### src/rtl/nn_pkg.sv
// nn_pkg: shared widths, datapath latency and sequencer state encoding
package nn_pkg;
    localparam int DATA_W = 16;
    localparam int NUM_IN = 4;
    localparam int NEURON_LAT = 3;
    typedef enum logic [2:0] {IDLE, FETCH, ISSUE, WAIT, OUT, DONE} state_t;
endpackage

### src/rtl/neuron_layer_sequencer_if.sv
// neuron_layer_sequencer_if: weight-RAM read port and result stream of the layer sequencer
interface neuron_layer_sequencer_if #(
    parameter int DATA_W = nn_pkg::DATA_W,
    parameter int IDX_W = 3
);
    logic w_rd_en;
    logic [IDX_W-1:0] w_addr;
    logic [nn_pkg::NUM_IN*DATA_W-1:0] w_rdata;
    logic res_valid;
    logic res_ready;
    logic [DATA_W-1:0] res_data;
    logic [IDX_W-1:0] res_idx;
    modport master(output w_rd_en, w_addr, res_valid, res_data, res_idx, input w_rdata, res_ready);
    modport slave(input w_rd_en, w_addr, res_valid, res_data, res_idx, output w_rdata, res_ready);
endinterface

### src/rtl/neuron_layer_sequencer.sv
// neuron_layer_sequencer: time-multiplexes one 4-input neuron datapath across a layer's outputs
module neuron_layer_sequencer
    import nn_pkg::*;
#(
    parameter int DATA_W = nn_pkg::DATA_W,
    parameter int NUM_NEURONS = 8,
    parameter int IDX_W = 3,
    parameter int W_BASE = 0,
    parameter int NEURON_LAT = nn_pkg::NEURON_LAT
) (
    input logic clk,
    input logic rst,
    input logic start,
    input logic [NUM_IN*DATA_W-1:0] x_in,
    input logic [DATA_W-1:0] sigma_in,
    output logic busy,
    output logic done,
    output logic [NUM_IN*DATA_W-1:0] n_x,
    output logic [NUM_IN*DATA_W-1:0] n_w,
    output logic [DATA_W-1:0] n_sigma,
    input logic [DATA_W-1:0] n_y,
    neuron_layer_sequencer_if.master bus
);
    localparam int CW = $clog2(NEURON_LAT + 2);
    state_t state, nxt;
    logic [IDX_W-1:0] idx;
    logic [CW-1:0] cnt;
    logic last;
    assign last = idx == IDX_W'(NUM_NEURONS - 1);
    assign busy = state != IDLE;
    assign done = state == DONE;
    assign bus.w_rd_en = state == FETCH;
    assign bus.w_addr = bus.w_rd_en ? IDX_W'(W_BASE) + idx : '0;
    always_comb begin
        nxt = state;
        case (state)
            IDLE: nxt = start ? FETCH : IDLE;
            FETCH: nxt = ISSUE;
            ISSUE: nxt = WAIT;
            WAIT: nxt = cnt == '0 ? OUT : WAIT;
            OUT: nxt = bus.res_ready ? (last ? DONE : FETCH) : OUT;
            DONE: nxt = IDLE;
            default: nxt = IDLE;
        endcase
    end
    always_ff @(posedge clk) begin
        if (rst) begin
            state <= IDLE;
            idx <= '0;
            cnt <= '0;
            n_x <= '0;
            n_w <= '0;
            n_sigma <= '0;
            bus.res_valid <= 1'b0;
            bus.res_data <= '0;
            bus.res_idx <= '0;
        end else begin
            state <= nxt;
            if (state == IDLE && start) begin
                n_x <= x_in;
                n_sigma <= sigma_in;
                idx <= '0;
            end
            if (state == ISSUE) begin
                n_w <= bus.w_rdata;
                cnt <= CW'(NEURON_LAT);
            end
            // cnt reaching zero means the datapath has had NEURON_LAT edges on stable inputs
            if (state == WAIT) begin
                if (cnt == '0) begin
                    bus.res_data <= n_y;
                    bus.res_idx <= idx;
                    bus.res_valid <= 1'b1;
                end else begin
                    cnt <= cnt - CW'(1);
                end
            end
            if (state == OUT && bus.res_ready) begin
                bus.res_valid <= 1'b0;
                if (!last) idx <= idx + IDX_W'(1);
            end
        end
    end
endmodule

### src/flat_wrapper.sv
// flat-port wrapper written by rule: the top's interface ports become plain ports
module neuron_layer_sequencer_flat import nn_pkg::*;
#(
    parameter int DATA_W = nn_pkg::DATA_W,
    parameter int NUM_NEURONS = 8,
    parameter int IDX_W = 3,
    parameter int W_BASE = 0,
    parameter int NEURON_LAT = nn_pkg::NEURON_LAT
)
  (clk, rst, start, x_in, sigma_in, busy, done, n_x, n_w, n_sigma, n_y, bus_w_rd_en, bus_w_addr, bus_res_valid, bus_res_data, bus_res_idx, bus_w_rdata, bus_res_ready);
  neuron_layer_sequencer_if #(.DATA_W(DATA_W), .IDX_W(IDX_W)) bus_i ();
  input logic clk;
  input logic rst;
  input logic start;
  input logic [NUM_IN*DATA_W-1:0] x_in;
  input logic [DATA_W-1:0] sigma_in;
  output logic busy;
  output logic done;
  output logic [NUM_IN*DATA_W-1:0] n_x;
  output logic [NUM_IN*DATA_W-1:0] n_w;
  output logic [DATA_W-1:0] n_sigma;
  input logic [DATA_W-1:0] n_y;
  output wire logic [$bits(bus_i.w_rd_en)-1:0] bus_w_rd_en;
  output wire logic [$bits(bus_i.w_addr)-1:0] bus_w_addr;
  output wire logic [$bits(bus_i.res_valid)-1:0] bus_res_valid;
  output wire logic [$bits(bus_i.res_data)-1:0] bus_res_data;
  output wire logic [$bits(bus_i.res_idx)-1:0] bus_res_idx;
  input wire logic [$bits(bus_i.w_rdata)-1:0] bus_w_rdata;
  input wire logic [$bits(bus_i.res_ready)-1:0] bus_res_ready;
  assign bus_w_rd_en = bus_i.w_rd_en;
  assign bus_w_addr = bus_i.w_addr;
  assign bus_res_valid = bus_i.res_valid;
  assign bus_res_data = bus_i.res_data;
  assign bus_res_idx = bus_i.res_idx;
  assign bus_i.w_rdata = bus_w_rdata;
  assign bus_i.res_ready = bus_res_ready;
  neuron_layer_sequencer #(.DATA_W(DATA_W), .NUM_NEURONS(NUM_NEURONS), .IDX_W(IDX_W), .W_BASE(W_BASE), .NEURON_LAT(NEURON_LAT)) u_core (.clk(clk), .rst(rst), .start(start), .x_in(x_in), .sigma_in(sigma_in), .busy(busy), .done(done), .n_x(n_x), .n_w(n_w), .n_sigma(n_sigma), .n_y(n_y), .bus(bus_i));
endmodule
### config.mk
export PLATFORM = sky130hd
export DESIGN_NAME = neuron_layer_sequencer_flat
export DESIGN_NICKNAME = d
export VERILOG_FILES = /design/src/rtl/nn_pkg.sv /design/src/rtl/neuron_layer_sequencer_if.sv /design/src/rtl/neuron_layer_sequencer.sv /design/src/flat_wrapper.sv
export SDC_FILE = /design/constraint.sdc
export NUM_CORES = 1
export LEC_CHECK = 0
export CELL_PAD_IN_SITES_DETAIL_PLACEMENT = 1
export CELL_PAD_IN_SITES_GLOBAL_PLACEMENT = 2
export CORE_MARGIN = 4
export CORE_UTILIZATION = 22
export CTS_CLUSTER_SIZE = 14
export DETAILED_ROUTE_END_ITERATION = 10
export PLACE_DENSITY = 0.92
export SYNTH_ARGS = -nofsm -noshare
export SYNTH_HDL_FRONTEND = slang
export SYNTH_SLANG_ARGS = --single-unit
export TNS_END_PERCENT = 1
### constraint.sdc
create_clock -name clk -period 3.1 [get_ports clk]
set_input_delay 0.62 -clock clk [delete_from_list [all_inputs] [get_ports clk]]
set_output_delay 0.62 -clock clk [all_outputs]
set_load 0.03 [all_outputs]
==> summary.txt <==
STA
  – Setup-failing EPs final: 0
  – Count of final hold-check violations: 0
  – Setup TNS Final: 0 ns
  – Tcrit/Tclk final: 83.5%
  – Pins over their slew limit: 0
  – Setup repair after global routing missed its margin: false
  – Slew headroom: between 30% and 40%
  – Fmax achieved: 387 MHz
  – Setup Skew: around 0.011 ns
  – Min Clock Period, post-route: between 2 and 3 ns
  – Slew at the pin closest to its max-slew limit: between 0.9 and 1 ns

Logic synthesis
  – Count of distinct cell types in the synthesized netlist: 39
  – Predominant post-synthesis flop cell: dfxtp_1
  – Yosys top cell area share: 54.7%
  – Area of the mapped netlist: ~0.0063 mm^2
  – Synthesized instance count: ~780
  – Count of flip-flops with a built-in enable after synthesis: 0
  – Seq/Total Area, Yosys: around 55%
  – Number of warnings reported in the yosys synthesis log: 0
  – Top area cells in the synthesized netlist: dfxtp_1, nand2_1, a21oi_1, mux2i_1, buf_2
  – Synthesized netlist net count: between 900 and 1000
  – Average instance area after synthesis: slightly above 8 um^2
  – Asr flop ratio synth: 0%
  – Number of synthesized register bits: 173
  – Largest area contributor in the netlist: dfxtp_1

Clock network
  – Setup Fix Bufs, Post-CTS: 0
  – Count of hold buffers inserted by post-cts repair: 0
  – CTS tree: done
  – Insertion delay of the later-clocked pin in the worst-skew pair: roughly 0.42 ns
  – Number of resized instances in the post-cts repair step: 0
  – Clock sinks: 173
  – TritonCTS buffer count: 17
  – Root buffer cell: clkbuf_16
  – H-tree level count: 4
  – Clock tree buffer depth: 2
  – Clock transition at path regs: about 0.070 ns

Floorplanning
  – Die boundary height: around 180 um
  – I/O pin count: 334
  – Width of the chip: 178 um
  – Area of the placeable core: roughly 0.028 mm^2
  – Die Area: 0.0316 mm^2
  – Initial cell density of the core: between 20% and 30%
  – Core Rows: between 60 and 70

Critical path
  – Sort of element at the end of the critical path: primary output
  – Critical R2R Launch: u_core.state[1]
  – CP arrival: a little under 2 ns
  – Number of buffers and inverters on the critical path: 1
  – Critical path, cell by cell: nor3b_1 > and2_1 > clkdlybuf4s50_1
  – Crit path max fanout: 4
  – Flop-to-flop setup slack: ~0.95 ns
  – Delay of the slowest critical-path stage: about 0.7 ns
  – Cell count of the worst reg-to-reg path: 5
  – Number of logic stages on the critical path including buffering: 3
  – WS Path Type: flop to primary output
  – Endpoint required time on the critical path: 2.48 ns
  – Worst path top cell family by delay: buffers and inverters
  – Startpoint Class: flop
  – Endpoint of the lowest-slack register-to-register path: u_core.bus.res_data[1]
  – Max stage delay cell, worst path: clkdlybuf4s50_1

Placed design
  – Port bufs: 333
  – Placer Congestion: around 0.73
  – Hpwl dp: between 15000 and 20000 um
  – Cell Count Post-Placement: approximately 1400
  – Total cell area at the placement stage: a little under 0.01 mm^2

Route
  – Average vias per placed instance: 4.27
  – Uppermost metal layer occupied by signal nets: met4
  – Vias after detailed routing: approximately 6300
  – Met1 layer wirelength in the final routing: 9420 um
  – Total Routed Length: roughly 23000 um
  – Detail Route met2 WL: between 10000 and 15000 um
  – Detailed-route wire length per cell: around 16 um
  – First-pass DRT Iterations: 4
  – Metal3 WL: 1630 um
  – DRT antenna net count: 0
  – Violation count after the first detailed-routing iteration: around 280
  – DRC Markers: 0

Finish
  – Count of non-filler cells in the finished layout: between 1000 and 1500
  – Commonest non-fill, non-tap cell in the layout: clkdlybuf4s50_1
  – Most frequent cells in the layout: clkdlybuf4s50_1, nand2_1, dfxtp_1
  – Nets: 1245
  – Share of post-route cells with drive strength above 1: 4.59%
  – Area of all placed cells without fillers: between 0.01 and 0.015 mm^2
  – Area Overhead vs Synth: 66.0%

GRT
  – First-pass GRT wire length: 35600 um
  – Vias in the first global route: roughly 6500
  – Total Routing Usage GR: around 14%
  – Largest net degree at the start of global routing: about 110
  – GR Overflow Total: 0
  – Initial antenna violation count: 0

Worst hold path
  – End point of the worst hold path: u_core.n_sigma[4]
  – Worst min-delay path class: flop to flop
  – Hold path depth: 2
  – HP Start: u_core.n_sigma[4]

Outcome
  – Outcome: finished clean

Pwr
  – Peak VDD IR: ~0.32 mV
  – Leakage power summed over all cells: 0.00373 uW
  – Total Power: between 6000 and 7000 uW
  – P per Cell Area: between 500 and 600 mW/mm^2

Flow run
  – Max cap viols: 0
[state kept, by name, indices dropped and copies added, names as in the netlist]
register	flops
u_core.n_w	64
u_core.n_x	64
u_core.bus.res_data	16
u_core.n_sigma	16
u_core.bus.res_idx	3
u_core.cnt	3
u_core.idx	3
u_core.state	3
u_core.bus.res_valid	1
[metrics by stage]
| step | util [%] | hold WS [ns] | setup WS, ns |
|---|---|---|---|
| 6_report | 37.4 | 0.453 | 0.513 |
| 3_3_place_gp | 35.4 | 0.440 | 0.684 |
| 2_1_floorplan | - | 0.469 | 0.755 |
| 3_5_place_dp | 35.4 | 0.446 | 0.588 |
| 5_1_grt | 37.4 | 0.472 | 0.332 |
| 4_1_cts | 37.4 | 0.456 | 0.432 |
[kinds of logic (layout without fill, tap and decap cells)]
logic type / after synthesis / in the layout / synth area share (%)
fa+ha+maj: 4 / 4 / 0.790
buf+inv: 65 / 380 / 5.53
flops: 173 / 173 / 54.7
mux: 19 / 19 / 3.00
other cells: 0 / 1 / 0
simple gates: 355 / 355 / 22.7
compound gates: 159 / 159 / 13.3
[worst min-delay path: cells and delay by family (launching register included)]
kind             cells  cell delay, ns
AND/OR/NAND/NOR      1            0.05
flip-flops           1            0.31
AO/OA/AOI/OAI        1            0.05
[synthesized netlist by cell type (all sizes together) (3+ instances only)]
cell and count:
clkbuf 23, and2 3, nand2b 3, dfxtp 173
buf 38, nand2 327, a21oi 145, or4b 3
o31ai 3, inv 4, ha 4, mux2i 19
nor2b 3
[metal layers]
layer,track usage (%),vias up
li1,-,3115
met5,0,-
met2,25.2,171
met3,4.52,17
met1,16.2,2970
met4,3.77,0
[where the power goes]
| group | switching, uW | internal, uW |
|---|---|---|
| clock | 1030 | 1090 |
| combinational | 850 | 624 |
| sequential | 83.9 | 2400 |
[how the worst max path moves through the flow]
stage,end,startpoint
final,bus_w_addr[1],u_core.state[0]
after global routing,bus_w_addr[2],u_core.state[0]
after CTS,bus_w_addr[1],u_core.state[0]
after detailed placement,u_core.n_x[39],start
after global placement,u_core.n_sigma[9],start
after floorplan,bus_w_addr[0],u_core.state[2]
[layout make-up]
type                    count  area (um^2)
diodes                      1         2.50
clock buffers              19          443
clock inverters            13          129
fillers                  3323        17600
inverters                   4         15.0
multi-input cells         537         2540
flip-flops and latches    173         3460
well taps                 378          473
repair buffers            344         3450
No activity file was read; power rests on OpenSTA's default activity.
==> variant 1 (same settings) <==
`IDX_W` is set to 3 in 3 places; all go to 5.
--- a/src/rtl/neuron_layer_sequencer_if.sv
+++ b/src/rtl/neuron_layer_sequencer_if.sv
@@ -3,3 +3,3 @@
     parameter int DATA_W = nn_pkg::DATA_W,
-    parameter int IDX_W = 3
+    parameter int IDX_W = 5
 );
--- a/src/rtl/neuron_layer_sequencer.sv
+++ b/src/rtl/neuron_layer_sequencer.sv
@@ -6,3 +6,3 @@
     parameter int NUM_NEURONS = 8,
-    parameter int IDX_W = 3,
+    parameter int IDX_W = 5,
     parameter int W_BASE = 0,
--- a/src/flat_wrapper.sv
+++ b/src/flat_wrapper.sv
@@ -5,3 +5,3 @@
     parameter int NUM_NEURONS = 8,
-    parameter int IDX_W = 3,
+    parameter int IDX_W = 5,
     parameter int W_BASE = 0,
Interface: changed (resized bus_res_idx and bus_w_addr); port bits go from 334 to 338. The function was not compared with the original's and may differ.
==> variant 1 against the unedited design <==
  * Design area is 1.7% higher
  * Routed wire length up 1.3%
  * Power grew 2.6%
  * Count of clock-buffer cells in the layout stayed put
  * First-iteration DRC count fell by 19%
  * Die area increased by 2.0%
  * Maximum frequency about the same
  * Setup slack improved by 0.0023 ns
  * Area after synthesis increased by 2.1%
  * Sequential cell count increased by 4
  * Critical path type unchanged
  * Largest cell class unchanged
  * Largest power group unchanged
==> variant 1: results (changes against the unedited design) <==
power_and_ir_drop:
  leakagePower_uw: 0.003701  # -0.87%
  ir_drop_v: 0.0002714  # -16%
placement:
  placement.setup.worst_slack_ns: 0.6667  # +0.07869 ns
  gp_congestion: 0.7351  # +0.30%
  hpwlAfterDp_mm: 16.55  # -0.39%
  port_buffers: 337  # +1.2%
  placed_cell_area_um2: 10130  # +1.9%
layout:
  fillerInstances: 3395  # +2.2%
  seq_share_pct: 33.15  # +0.20 points
  n_all_buffers: 349  # +1.5%
  antenna_cells: 0  # -1
  multi_input_cells: 554  # +3.2%
  drive_gt1_share_pct: 4.301  # -0.29 points
  layout.nonclk_buf_share_pct: 32.96  # +0.13 points
  n_all_inverters: 5  # +1
  multi_input_comb_area_um2: 2565  # +1.1%
global_routing:
  grt_max_degree: 91  # -15%
  grtUsageTotal_pct: 13.81  # -0.28 points
  grt_pass1_vias: 6546  # +1.2%
synth:
  synthTopCellsByCount: "nand2_1 (291), dfxtp_1 (177), a21oi_1 (173)"
  synth_compound_area_share_pct: 16.77  # +3.5 points
  synth-seq-area-share_pct: 54.83  # +0.14 points
  synthMuxAreaShare_pct: 0  # -3.0 points
  synthAdderAreaFrac_pct: 0.5808  # -0.21 points
  synth_xor_area_share_pct: 0.1355  # +0.14 points
  syn_nets: 968  # +2.7%
status:
  outcome: "complete, no violations"
route:
  first_iter_violations: 228  # -19%
  vias_per_cell: 4.342  # +1.7%
  wirelength_mm: 23.53  # +1.3%
timing:
  worst_pin_slew_ns: 0.8812  # -0.06473 ns
  skew_ns: 0.01012  # -0.001264 ns
  layout_min_cycle_time_ns: 2.585  # -0.002259 ns
setup_path:
  reg2reg_to: "u_core.idx[4]$_SDFF_PP0_"
  r2r_setup_slack_ns: 1.19  # +0.24 ns
hold_path:
  hold_path.startpoint: "u_core.n_w[60]$_SDFFE_PP0P_"
  min_to: "u_core.n_w[60]$_SDFFE_PP0P_"
clock_network:
  cts.sinks: 177  # +2.3%
-- variant 1: cell types whose count changed after synthesis, sizes merged, moves of 4 or more --
cell and delta:
a21oi +28, dfxtp +4, o21ai +24, mux2i -19, nand2 -36, buf -9
nand3 +23, clkbuf +13
-- variant 1: per-layer routing --
metal | GRT usage [%] | up-vias | share of wire [%]
li1 | - | 3236 | -
met1 | 15.85 | 3030 | 41
met2 | 23.77 | 223 | 48
met3 | 5.602 | 24 | 9.8
met4 | 3.999 | 0 | 1.7
met5 | 0 | - | 0
-- variant 1: through the flow --
step           std cells  utilization [%]  power, uW
6_report            1500            37.04       6234
2_1_floorplan        801                -       3477
3_3_place_gp        1469            35.11       4192
3_5_place_dp        1469            35.11       4219
5_1_grt             1500            37.04       6585
4_1_cts             1500            37.04       6374
-- variant 1: power by group --
group | switching, uW | internal [uW]
clock network | 970 | 1130
logic | 934 | 660
registers | 88.6 | 2460
total | 1990 | 4240
==> variant 2 (same flow settings) <==
Made on the original files. Make the reset (`rst`) asynchronous in one clocked block.
--- a/src/rtl/neuron_layer_sequencer.sv
+++ b/src/rtl/neuron_layer_sequencer.sv
@@ -45,3 +45,3 @@
     end
-    always_ff @(posedge clk) begin
+    always_ff @(posedge clk or posedge rst) begin
         if (rst) begin
Check against the original RTL: differs if rst is asserted again (counterexample within 4 cycles, from zero or initial values and one cycle with rst high); with rst held inactive, the same outputs for 10 cycles.
==> variant 2 against the unedited design <==
  * Sequential cell count unchanged
  * Critical path depth unchanged
  * Setup slack worse by 0.31 ns
  * Hold slack better by 0.028 ns
  * Routed wire length down 14%
  * Area after synthesis up 5.8%
  * Highest routed layer unchanged
  * First-iteration DRC count down 73%
  * Clock skew down 0.00058 ns
  * Core utilization down 0.26 points
  * Design area up 5.6%
  * Largest cell class unchanged
Power is not compared: it rests on default switching activity, and its combinational part moved more than twofold at a synthesized area within 25%.
==> variant 2: results (changes against the unedited design) <==
layout:
  multi_input_cells: 202  # -62%
  layout.nonclk_buf_share_pct: 31.46  # -1.4 points
  fillerInstances: 3131  # -5.8%
  multi_input_area_share_pct: 19.61  # -4.5 points
  nClkBuffers: 21  # +2
  seq_cell_count: 173  # unchanged
  regArea_um2: 4329  # +25%
  n_all_inverters: 5  # +1
  n_all_buffers: 346  # +0.58%
global_routing:
  grt_pass1_vias: 5361  # -17%
  use_met3_pct: 5.721  # +1.2 points
  grt_pass1_wl_mm: 31.04  # -13%
  grt_antenna_before_repair: 1  # +1
  use_met1_pct: 13.15  # -3.1 points
  grtUsageMet2_pct: 20.58  # -4.6 points
  grtUsageTotal_pct: 12.05  # -2.0 points
setup_path:
  cp.arrival_ns: 2.28  # +0.31 ns
  reg2regPathDepth: 4  # -1
  critPathCapture: "bus_w_addr[2]"
  reg2reg_to: "u_core.n_w[26]$_DFFE_PP0P_"
  crit_path_max_incr_delay_ns: 0.67  # -0.03 ns
  r2r_setup_slack_ns: 1.11  # +0.16 ns
  cp_max_fo: 11  # +7
  crit_path_start: "u_core.state[2]$_DFF_PP0_"
status:
  outcome: "complete, no violations"
timing:
  clock.fmax_mhz: 344.6  # -11%
  timing.hold.ws_ns: 0.4806  # +0.02773 ns
placement:
  dp_cells: 1116  # -22%
  gp_congestion: 0.7346  # +0.23%
  placed_cell_area_um2: 10510  # +5.8%
synth:
  synthFlopType: "dfrtp_1"
  ys_types: 32  # -18%
  synthTopCellsByCount: "dfrtp_1 (173), mux2_2 (93), mux2_1 (72)"
  ys_async_sr_fraction_pct: 100.0  # +100 points
  synthMuxAreaShare_pct: 28.17  # +25 points
  synth_xor_area_share_pct: 0.1307  # +0.13 points
  synthAdderAreaFrac_pct: 0.7467  # -0.044 points
  synth_compound_area_share_pct: 0.9520  # -12 points
  synth.area.top_cells: "dfrtp_1 (65%), mux2_2 (16%), mux2_1 (12%)"
route:
  routed-via-count: 4681  # -25%
  first_iter_violations: 77  # -73%
  wl_per_cell_um: 17.47  # +10%
hold_path:
  hold_path.startpoint: "u_core.n_sigma[13]$_DFFE_PP0P_"
floorplanning:
  coreArea_um2: 29870  # +6.4%
variant 2: cell count changes after synthesis, sizes merged, moves of 23 or more:
cell / before / now
dfrtp: 0 / 173
a21oi: 145 / 0
clkbuf: 23 / 0
nand2: 327 / 1
dfxtp: 173 / 0
mux2: 0 / 165
variant 2: critical path: cells and delay by family (launching register included):
| family | cells | cell delay, ns |
|---|---|---|
| flip-flops | 1 | 0.52 |
| AND/OR/NAND/NOR | 2 | 0.67 |
| buffers and inverters | 1 | 0.67 |
variant 2: power breakdown:
group | switching [uW] | internal, uW
Sequential | 611 | 3400
Clock | 952 | 1240
Combinational | 3680 | 3230
variant 2: kinds of logic after synthesis:
| logic type | after synthesis |
|---|---|
| flip-flops | 173 |
| adder cells (fa/ha/maj) | 4 |
| buffers and inverters | 26 |
| AO/OA/AOI/OAI | 9 |
| XOR/XNOR | 1 |
| AND/OR/NAND/NOR | 20 |
| multiplexers | 168 |
